File: src/rtl/tamagotchi_need_bank.sv
// tamagotchi_need_bank: NUM_NEEDS saturating need levels raised by care buttons
// and moved by per-need decay timers paced by a shared tick divider. Also
// drives mood, alarm and a 7-segment digit for the selected need.
module tamagotchi_need_bank #(
    parameter int NUM_NEEDS    = 4,
    parameter int LEVEL_W      = 4,
    parameter int LEVEL_MAX    = 10,
    parameter int LEVEL_INIT   = 8,
    parameter int HAPPY_THRESH = 5,
    parameter int TICK_DIV     = 1000000,
    parameter int SEL_W        = 2
) (
    input  logic                         clk,
    input  logic                         btn_reset,
    input  logic [NUM_NEEDS-1:0]         btn_need,
    input  logic                         btn_test,
    input  logic [NUM_NEEDS-1:0]         recover,
    input  logic [8*NUM_NEEDS-1:0]       decay_period,
    output logic [LEVEL_W*NUM_NEEDS-1:0] level_bus,
    output logic [SEL_W-1:0]             sel,
    output logic                         happy,
    output logic [6:0]                   seg,
    output logic                         alarm,
    output logic                         test_mode,
    output logic                         tick
);

    localparam int CNT_W = (TICK_DIV > 1) ? $clog2(TICK_DIV) : 1;

    // Active-low 7-segment pattern, g..a from MSB to LSB; 10 shows "A".
    function automatic logic [6:0] seg_code(input logic [LEVEL_W-1:0] v);
        logic [6:0] s;
        case (int'(v))
            0:       s = 7'b1000000;
            1:       s = 7'b1111001;
            2:       s = 7'b0100100;
            3:       s = 7'b0110000;
            4:       s = 7'b0011001;
            5:       s = 7'b0010010;
            6:       s = 7'b0000010;
            7:       s = 7'b1111000;
            8:       s = 7'b0000000;
            9:       s = 7'b0010000;
            10:      s = 7'b0001000;
            default: s = 7'b1111111;
        endcase
        return s;
    endfunction

    logic [NUM_NEEDS-1:0] need_s1_q, need_s1_d, need_s2_q, need_s2_d, need_dly_q, need_dly_d;
    logic                 test_s1_q, test_s1_d, test_s2_q, test_s2_d, test_dly_q, test_dly_d;
    logic [NUM_NEEDS-1:0] press_need;
    logic                 press_test;
    logic                 win_valid;
    logic [SEL_W-1:0]     win_idx;
    logic [CNT_W-1:0]     cnt_q, cnt_d;
    logic [SEL_W-1:0]     sel_q, sel_d;
    logic                 test_mode_q, test_mode_d;
    logic                 happy_q, happy_d;
    logic [6:0]           seg_q, seg_d;
    logic                 alarm_q, alarm_d;
    logic [LEVEL_W-1:0]   sel_level;
    logic [NUM_NEEDS-1:0] zero_vec;

    // Next values of the two-flop synchronisers and the edge-detect history
    always_comb begin
        need_s1_d  = btn_need;
        need_s2_d  = need_s1_q;
        need_dly_d = need_s2_q;
        test_s1_d  = btn_test;
        test_s2_d  = test_s1_q;
        test_dly_d = test_s2_q;
    end

    // Synchroniser and edge-detect registers
    always_ff @(posedge clk or posedge btn_reset) begin
        if (btn_reset) begin
            need_s1_q  <= '0;
            need_s2_q  <= '0;
            need_dly_q <= '0;
            test_s1_q  <= 1'b0;
            test_s2_q  <= 1'b0;
            test_dly_q <= 1'b0;
        end else begin
            need_s1_q  <= need_s1_d;
            need_s2_q  <= need_s2_d;
            need_dly_q <= need_dly_d;
            test_s1_q  <= test_s1_d;
            test_s2_q  <= test_s2_d;
            test_dly_q <= test_dly_d;
        end
    end

    assign press_need = need_s2_q & ~need_dly_q;
    assign press_test = test_s2_q & ~test_dly_q;

    // Lowest-index press wins; scanning downward leaves the lowest one last
    always_comb begin
        win_valid = 1'b0;
        win_idx   = '0;
        for (int i = NUM_NEEDS - 1; i >= 0; i--) begin
            if (press_need[i]) begin
                win_valid = 1'b1;
                win_idx   = SEL_W'(i);
            end
        end
    end

    // Free-running tick divider, wrapping on the tick cycle
    assign tick = (cnt_q == CNT_W'(TICK_DIV - 1));
    always_comb begin
        cnt_d = tick ? '0 : cnt_q + CNT_W'(1);
    end

    genvar gi;
    generate
        for (gi = 0; gi < NUM_NEEDS; gi++) begin : g_need
            logic [7:0]         period;
            logic [7:0]         timer_q, timer_d;
            logic               ev;
            logic               hit;
            logic [LEVEL_W-1:0] level_q, level_d;
            int                 sum;

            assign period = decay_period[gi*8 +: 8];

            // Decay timer: a disabled period pins it to 0; test mode freezes it.
            // Using >= lets a shortened period fire on the next tick.
            always_comb begin
                timer_d = timer_q;
                ev      = 1'b0;
                if (period == 8'd0) begin
                    timer_d = 8'd0;
                end else if (!test_mode_q && tick) begin
                    if (timer_q >= period - 8'd1) begin
                        ev      = 1'b1;
                        timer_d = 8'd0;
                    end else begin
                        timer_d = timer_q + 8'd1;
                    end
                end
            end

            // Level update: press and event add as a net delta, then clamp
            always_comb begin
                hit = win_valid && (win_idx == SEL_W'(gi)) && (win_idx == sel_q);
                sum = int'(level_q);
                if (hit && test_mode_q) begin
                    sum = (level_q == LEVEL_W'(1)) ? LEVEL_MAX : 1;
                end else begin
                    if (hit) sum = sum + 1;
                    if (ev)  sum = recover[gi] ? sum + 1 : sum - 1;
                end
                if (sum < 0) sum = 0;
                else if (sum > LEVEL_MAX) sum = LEVEL_MAX;
                level_d = LEVEL_W'(sum);
            end

            // Per-need timer and level registers
            always_ff @(posedge clk or posedge btn_reset) begin
                if (btn_reset) begin
                    timer_q <= 8'd0;
                    level_q <= LEVEL_W'(LEVEL_INIT);
                end else begin
                    timer_q <= timer_d;
                    level_q <= level_d;
                end
            end

            assign level_bus[gi*LEVEL_W +: LEVEL_W] = level_q;
            assign zero_vec[gi] = (level_q == '0);
        end
    endgenerate

    // Selection moves on a press of another need; test button toggles mode
    always_comb begin
        sel_d       = (win_valid && (win_idx != sel_q)) ? win_idx : sel_q;
        test_mode_d = test_mode_q ^ press_test;
    end

    // Display outputs derived from the already-updated state, one edge later
    always_comb begin
        sel_level = '0;
        for (int i = 0; i < NUM_NEEDS; i++) begin
            if (sel_q == SEL_W'(i)) sel_level = level_bus[i*LEVEL_W +: LEVEL_W];
        end
        happy_d = (int'(sel_level) >= HAPPY_THRESH);
        seg_d   = seg_code(sel_level);
        alarm_d = |zero_vec;
    end

    // Divider, selection, mode and display registers
    always_ff @(posedge clk or posedge btn_reset) begin
        if (btn_reset) begin
            cnt_q       <= '0;
            sel_q       <= '0;
            test_mode_q <= 1'b0;
            happy_q     <= (LEVEL_INIT >= HAPPY_THRESH);
            seg_q       <= seg_code(LEVEL_W'(LEVEL_INIT));
            alarm_q     <= 1'b0;
        end else begin
            cnt_q       <= cnt_d;
            sel_q       <= sel_d;
            test_mode_q <= test_mode_d;
            happy_q     <= happy_d;
            seg_q       <= seg_d;
            alarm_q     <= alarm_d;
        end
    end

    assign sel       = sel_q;
    assign test_mode = test_mode_q;
    assign happy     = happy_q;
    assign seg       = seg_q;
    assign alarm     = alarm_q;

endmodule

File: config.mk
export PLATFORM = sky130hd
export DESIGN_NAME = tamagotchi_need_bank
export DESIGN_NICKNAME = d
export VERILOG_FILES = /design/src/rtl/tamagotchi_need_bank.sv
export SDC_FILE = /design/constraint.sdc
export NUM_CORES = 1
export LEC_CHECK = 0
export ABC_AREA = 0
export BUFFER_PORTS_ARGS = -buffer_cell sky130_fd_sc_hd__clkbuf_2
export CORE_MARGIN = 3
export CORE_UTILIZATION = 43
export DETAILED_ROUTE_END_ITERATION = 8
export SLEW_MARGIN = 25
export SYNTH_ARGS = -nofsm -noshare
export SYNTH_HDL_FRONTEND = slang
export SYNTH_SLANG_ARGS = --single-unit
File: constraint.sdc
create_clock -name clk -period 3.4 [get_ports clk]
set_input_delay 0.68 -clock clk [delete_from_list [all_inputs] [get_ports clk]]
set_output_delay 0.68 -clock clk [all_outputs]
set_load 0.005 [all_outputs]
==> results of run 1 <==
## what timing repair did
action                     in CTS  in global routing
gates resized for setup         0                  5
setup buffers                   0                  1
hold buffers                    0                  0
setup endpoints to repair       0                  4
## cells by family after synthesis
group	after synthesis	synth area share, %
flip-flops	95	30.2
XOR/XNOR	73	8.11
AO/OA/AOI/OAI	204	16.5
adder cells (fa/ha/maj)	74	11.7
buffers and inverters	85	4.06
multiplexers	16	2.68
AND/OR/NAND/NOR	381	26.7
## power by group
group	internal (mW)	leakage [nW]	switching (mW)	total, mW
clock network	0.568	0.134	0.458	1.03
registers	1.33	1.15	0.225	1.55
logic	1.07	2.92	1.34	2.41
## layout by cell type, fill, tap and decap left out, types with 25 or more instances in the layout
cell type  Yosys  layout
dfrtp_1       90      90
a21oi_1       40      40
nor2_1        85      85
o21ai_1       36      37
nand2_1       76      76
xor2_1        25      25
o21ai_0       36      34
nand3_1       50      50
xnor2_1       48      48
inv_1         55      54
ha_1          74      74
buf_4          0      81
clkbuf_2       0      71
## critical path, cell delays in order
cell      delay [ns]
clkbuf_2        0.09
or4_4           0.56
nor4_4          0.24
xnor2_1         0.15
ha_1            0.26
a211o_1         0.33
nor2_1          0.12
o21a_1          0.18
nor3_2          0.08
and3_1          0.20
o31a_1          0.28
and2_1          0.15
a221oi_2        0.24
## metrics by stage
stage	TNS (ns)	std cells	area, um2	utilization (%)	hold WS (ns)
6_report	0	1292	9370	53.2	0.350
5_1_grt	-0.0492	1292	9370	53.2	0.361
4_1_cts	0	1291	9340	53.1	0.353
3_5_place_dp	-1.28	1275	9050	51.4	0.336
3_3_place_gp	-0.532	1275	9050	51.4	0.332
2_1_floorplan	-0.0261	928	7900	-	0.331
## flip-flops by register name (all words and copies together) (netlist names)
name,count
test_s1_q,1
sel,2
need_dly_d,4
seg,7
g_need.timer_q,32
test_dly_q,1
alarm,1
cnt_q,20
test_mode,1
happy,1
test_dly_d,1
need_dly_q,4
need_s1_q,4
g_need.level_q,16
## routing by layer
layer,up-vias,routed length [um],track usage [%]
met5,-,0,0
met4,0,191,3.94
met3,14,753,3.20
met2,149,8740,30.2
met1,3376,9570,28.7
li1,3641,-,-
## area by class of cell
cell class                 count  area (um2)  share of cell area, %
clock buffer                  10         229                   2.44
clock inverter                 6        62.6                  0.668
inverter                      55         209                   2.23
multi-input combinational    748        5220                   55.7
sequential                    95        2380                   25.4
tap                          225         282                   3.00
timing repair buffer         153         983                   10.5
## worst paths after layout
path / to / slack (ns) / cells past startpoint
max: g_need[1].level_q[0] / 0.08 / 13
min: test_dly_d / 0.35 / 0
max reg2reg: g_need[0].level_q[0] / 0.22 / 12
min reg2reg: test_dly_d / 0.35 / 0
max in group asynchronous: test_s1_q / 2.28 / 3
min in group asynchronous: g_need[2].timer_q[1] / 0.40 / 2
==> metrics, run 1 <==
final worst path period need 3.32 ns; skew final 0.00767 ns; most frequent cell after synthesis dfrtp_1; warnings from Yosys 0; worst endpoint required time 3.66 ns; FF+latch count, synth 95; filler instances 1673; clk slew on worst S/H paths 0.07 ns; HPWL after DPL 15000 um; Distinct cells, synth 76; total wire length 19200 um; Antenna Nets Post-Route 0; input/output buffers 71; Slew Limit Fails 0; root buffer cell clkbuf_16; Initial DRC Count 402; Synth Cell Area 0.00789 mm2; remaining global-route overflow 0; crit path DAT 3.58 ns; CORE AREA 0.0176 mm2; max_slew headroom 55.1%; register area share after synthesis 30.2%; boundary pin count 72; depth of the CTS H-tree 3; Worst Setup Path Type in2reg; NumNets Final 1179; share of cells above drive strength 1 19.1%; Worst setup SP type primary input; routability congestion estimate from global placement 0.894; CP Max Fanout 5; PnR worst setup slack 0.0810 ns; net count after synthesis 1045; first-pass GRT wire length 32300 um; vias in the first global route 6746; status completed; ANT cells 0; worst slew pin tran 0.674 ns; EDFF count, synth 0; TritonCTS clock tree yes; Final Hold Vio Count 0; Most used DFF post-synth dfrtp_1; PwrDens 532 mW/mm2; initial antenna violation count 0; Die ar. 0.0200 mm2; asr flop ratio synth 100%; most frequent cells after synthesis 90 x dfrtp_1, 85 x nor2_1, 76 x nand2_1; cells after synthesis 928; area leader, netlist dfrtp_1; die width 141 um; Die Span Y 141 um; Vias/cell 5.56; endpoint class of the critical path register; TritonRoute pass-1 iters 4; routed vias 7180; P_leak 4.20 nW; f_max 301 MHz; CTS Sinks 95; Final setup viols 0; Initial Util 44.8%; Peak supply drop 0.000296 V; clk_lat worst skew 0.35 ns; hold_sp test_s1_q; pin count of the biggest net entering global routing 52; reg-to-reg startpoint sel[1]; clk buf depth 2; Mean Syn Cell Area 8.50 um2; Power, Total 4.99 mW; CTS Buf Count 9; DRC 0; cell row count 48; synth-to-layout area growth 18.8%; Routed WL per cell 14.9 um; Synth area leaders dfrtp_1 29%, ha_1 12%, xnor2_1 5.3%; All-Layer GR Usage 19.4%; post-synth top area share 28.6%; hold crit path type reg2reg; ratio of final minimum period to clock period 97.6%; max-capacitance violation count 0; Critical path origin decay_period[13]; worst slack at placement -0.239 ns
(Power assumes the default switching activity.)
==> run 2, diff against run 1 <==
--- a/config.mk
+++ b/config.mk
@@ -10,6 +10,7 @@
 export CORE_MARGIN = 3
 export CORE_UTILIZATION = 43
 export DETAILED_ROUTE_END_ITERATION = 8
+export RECOVER_POWER = 50
 export SLEW_MARGIN = 25
 export SYNTH_ARGS = -nofsm -noshare
 export SYNTH_HDL_FRONTEND = slang
==> run 2 against run 1 <==
- the run now ends with max-capacitance violations, max-slew violations left
- hold slack unchanged
- cell area is 0.27% lower
- sequential cell count unchanged
- register-to-register slack is essentially flat
- sequential power barely moved
- largest power group unchanged
==> metrics, run 2 (synthesis gave the netlist of run 1 again) <==
most common cell after layout, fill and taps aside dfrtp_1; clk slew on worst S/H paths 0.07 ns; Worst R2R End g_need[0].level_q[0]; final setup TNS 0 ns; HPWL after DPL 15000 um; Antenna Nets Post-Route 0; clk buf depth 2; worst endpoint required time 3.66 ns; placed cell area 0.00905 mm2; All-Layer GR Usage 19.4%; root buffer cell clkbuf_16; P_leak 4.18 nW; TritonRoute pass-1 iters 5; most frequent cells in the layout 90 x dfrtp_1, 85 x nor2_1, 79 x buf_4; Worst Setup Path Type in2reg; hold depth 0; boundary pin count 72; Die ar. 0.0200 mm2; input/output buffers 71; worst slew pin tran 2.32 ns; depth of the CTS H-tree 3; sequential power share 31.1%; FF/Latch Area 0.00238 mm2; post-route core utilization 53.1%; footprint of the multi-input gates 0.00522 mm2; total wire length 19300 um; Switching Fraction 40.6%; max-capacitance violation count 1; CTS Sinks 95; filler instances 1676; ANT cells 0; cell row count 48; first-pass GRT wire length 32300 um; final worst path period need 3.32 ns; Pint 2.96 mW; NumNets Final 1179; Hold Buf Count CTS 0; crit path DAT 3.58 ns; TritonCTS clock tree yes; skew final 0.00743 ns; initial antenna violation count 0; max reg flops 32; f_max 301 MHz; Peak supply drop 0.000296 V; Worst setup SP type primary input; hold crit path type reg2reg; remaining global-route overflow 0; Largest regs g_need.timer_q x32, cnt_q x20, g_need.level_q x16; clock share of power 20.6%; Final Hold Vio Count 0; Finished Cell Area 0.00935 mm2; vias in the first global route 6746; Top reg by flops g_need.timer_q; endpoint class of the critical path register; sink of the worst hold path test_dly_d; pin count of the biggest net entering global routing 52; max_slew headroom -55.7%; status finished with violations; r2r worst-path depth 12; Non-Filler Instances 1292; CP Max Fanout 5; PnR worst setup slack 0.0825 ns; Initial Util 44.8%; Initial DRC Count 405; Vias/cell 5.57; routed vias 7193; hold_sp test_s1_q; CORE AREA 0.0176 mm2; clk_lat worst skew 0.35 ns; share of cells above drive strength 1 18.8%; # placed instances 1275; routability congestion estimate from global placement 0.894; switching pwr 2.03 mW; die width 141 um; failing checks max-capacitance violations, max-slew violations; ratio of final minimum period to clock period 97.6%; Power, Total 4.99 mW; r2r setup slk 0.22 ns; Slew Limit Fails 52; DRC 0; reg-to-reg startpoint sel[1]; CTS Buf Count 9; Final setup viols 0; Routed WL per cell 14.9 um; synth-to-layout area growth 18.5%; hold_ws 0.350 ns; worst slack at placement -0.239 ns; Die Span Y 141 um; Comb pwr share 48.3%; PwrDens 534 mW/mm2
run 2: worst max-delay path, stage by stage:
cell and delay (ns):
clkbuf_2 0.09, or4_4 0.56, nor4_4 0.24, xnor2_1 0.15, ha_1 0.26, a211o_1 0.33, nor2_1 0.12, o21a_1 0.18
nor3_2 0.08, and3_1 0.20, o31a_1 0.28, and2_1 0.15, a221oi_2 0.24
run 2: power groups by stage:
stage | registers (mW) | logic [mW] | clock network (mW)
after detailed placement | 1.57 | 2.39 | 0
final | 1.55 | 2.41 | 1.03
after global routing | 1.58 | 2.72 | 1.10
after global placement | 1.57 | 2.38 | 0
after floorplan | 1.49 | 1.67 | 0
after CTS | 1.55 | 2.41 | 1.06
run 2: how the worst max path moves through the flow:
stage | cells past startpoint | endpoint | from | slack (ns)
2_1_floorplan | 12 | g_need[1].level_q[0] | decay_period[13] | -0.03
3_3_place_gp | 13 | g_need[1].level_q[0] | decay_period[13] | -0.20
3_5_place_dp | 13 | g_need[1].level_q[0] | decay_period[13] | -0.24
4_1_cts | 13 | g_need[1].level_q[0] | decay_period[13] | 0.13
5_1_grt | 13 | g_need[1].level_q[0] | decay_period[13] | -0.04
6_report | 13 | g_need[1].level_q[0] | decay_period[13] | 0.08
run 2: repair_timing:
action | CTS | global route
gates resized for setup | 0 | 5
setup endpoints to repair | 0 | 4
buffers inserted | 0 | 1
run 2: final cells by class:
cell class / instances / share of cell area [%]
multi-input combinational: 748 / 55.9
clock inverter: 6 / 0.669
inverter: 55 / 2.22
clock buffer: 10 / 2.45
tap: 225 / 3.01
sequential: 95 / 25.5
timing repair buffer: 153 / 10.3
run 2: per-layer routing:
| metal | vias to the layer above | global-route usage (%) | share of wire [%] |
|---|---|---|---|
| li1 | 3643 | - | - |
| met1 | 3384 | 28.7 | 49 |
| met2 | 152 | 30.2 | 45 |
| met3 | 14 | 3.20 | 4.2 |
| met4 | 0 | 3.94 | 0.99 |
| met5 | - | 0 | 0 |
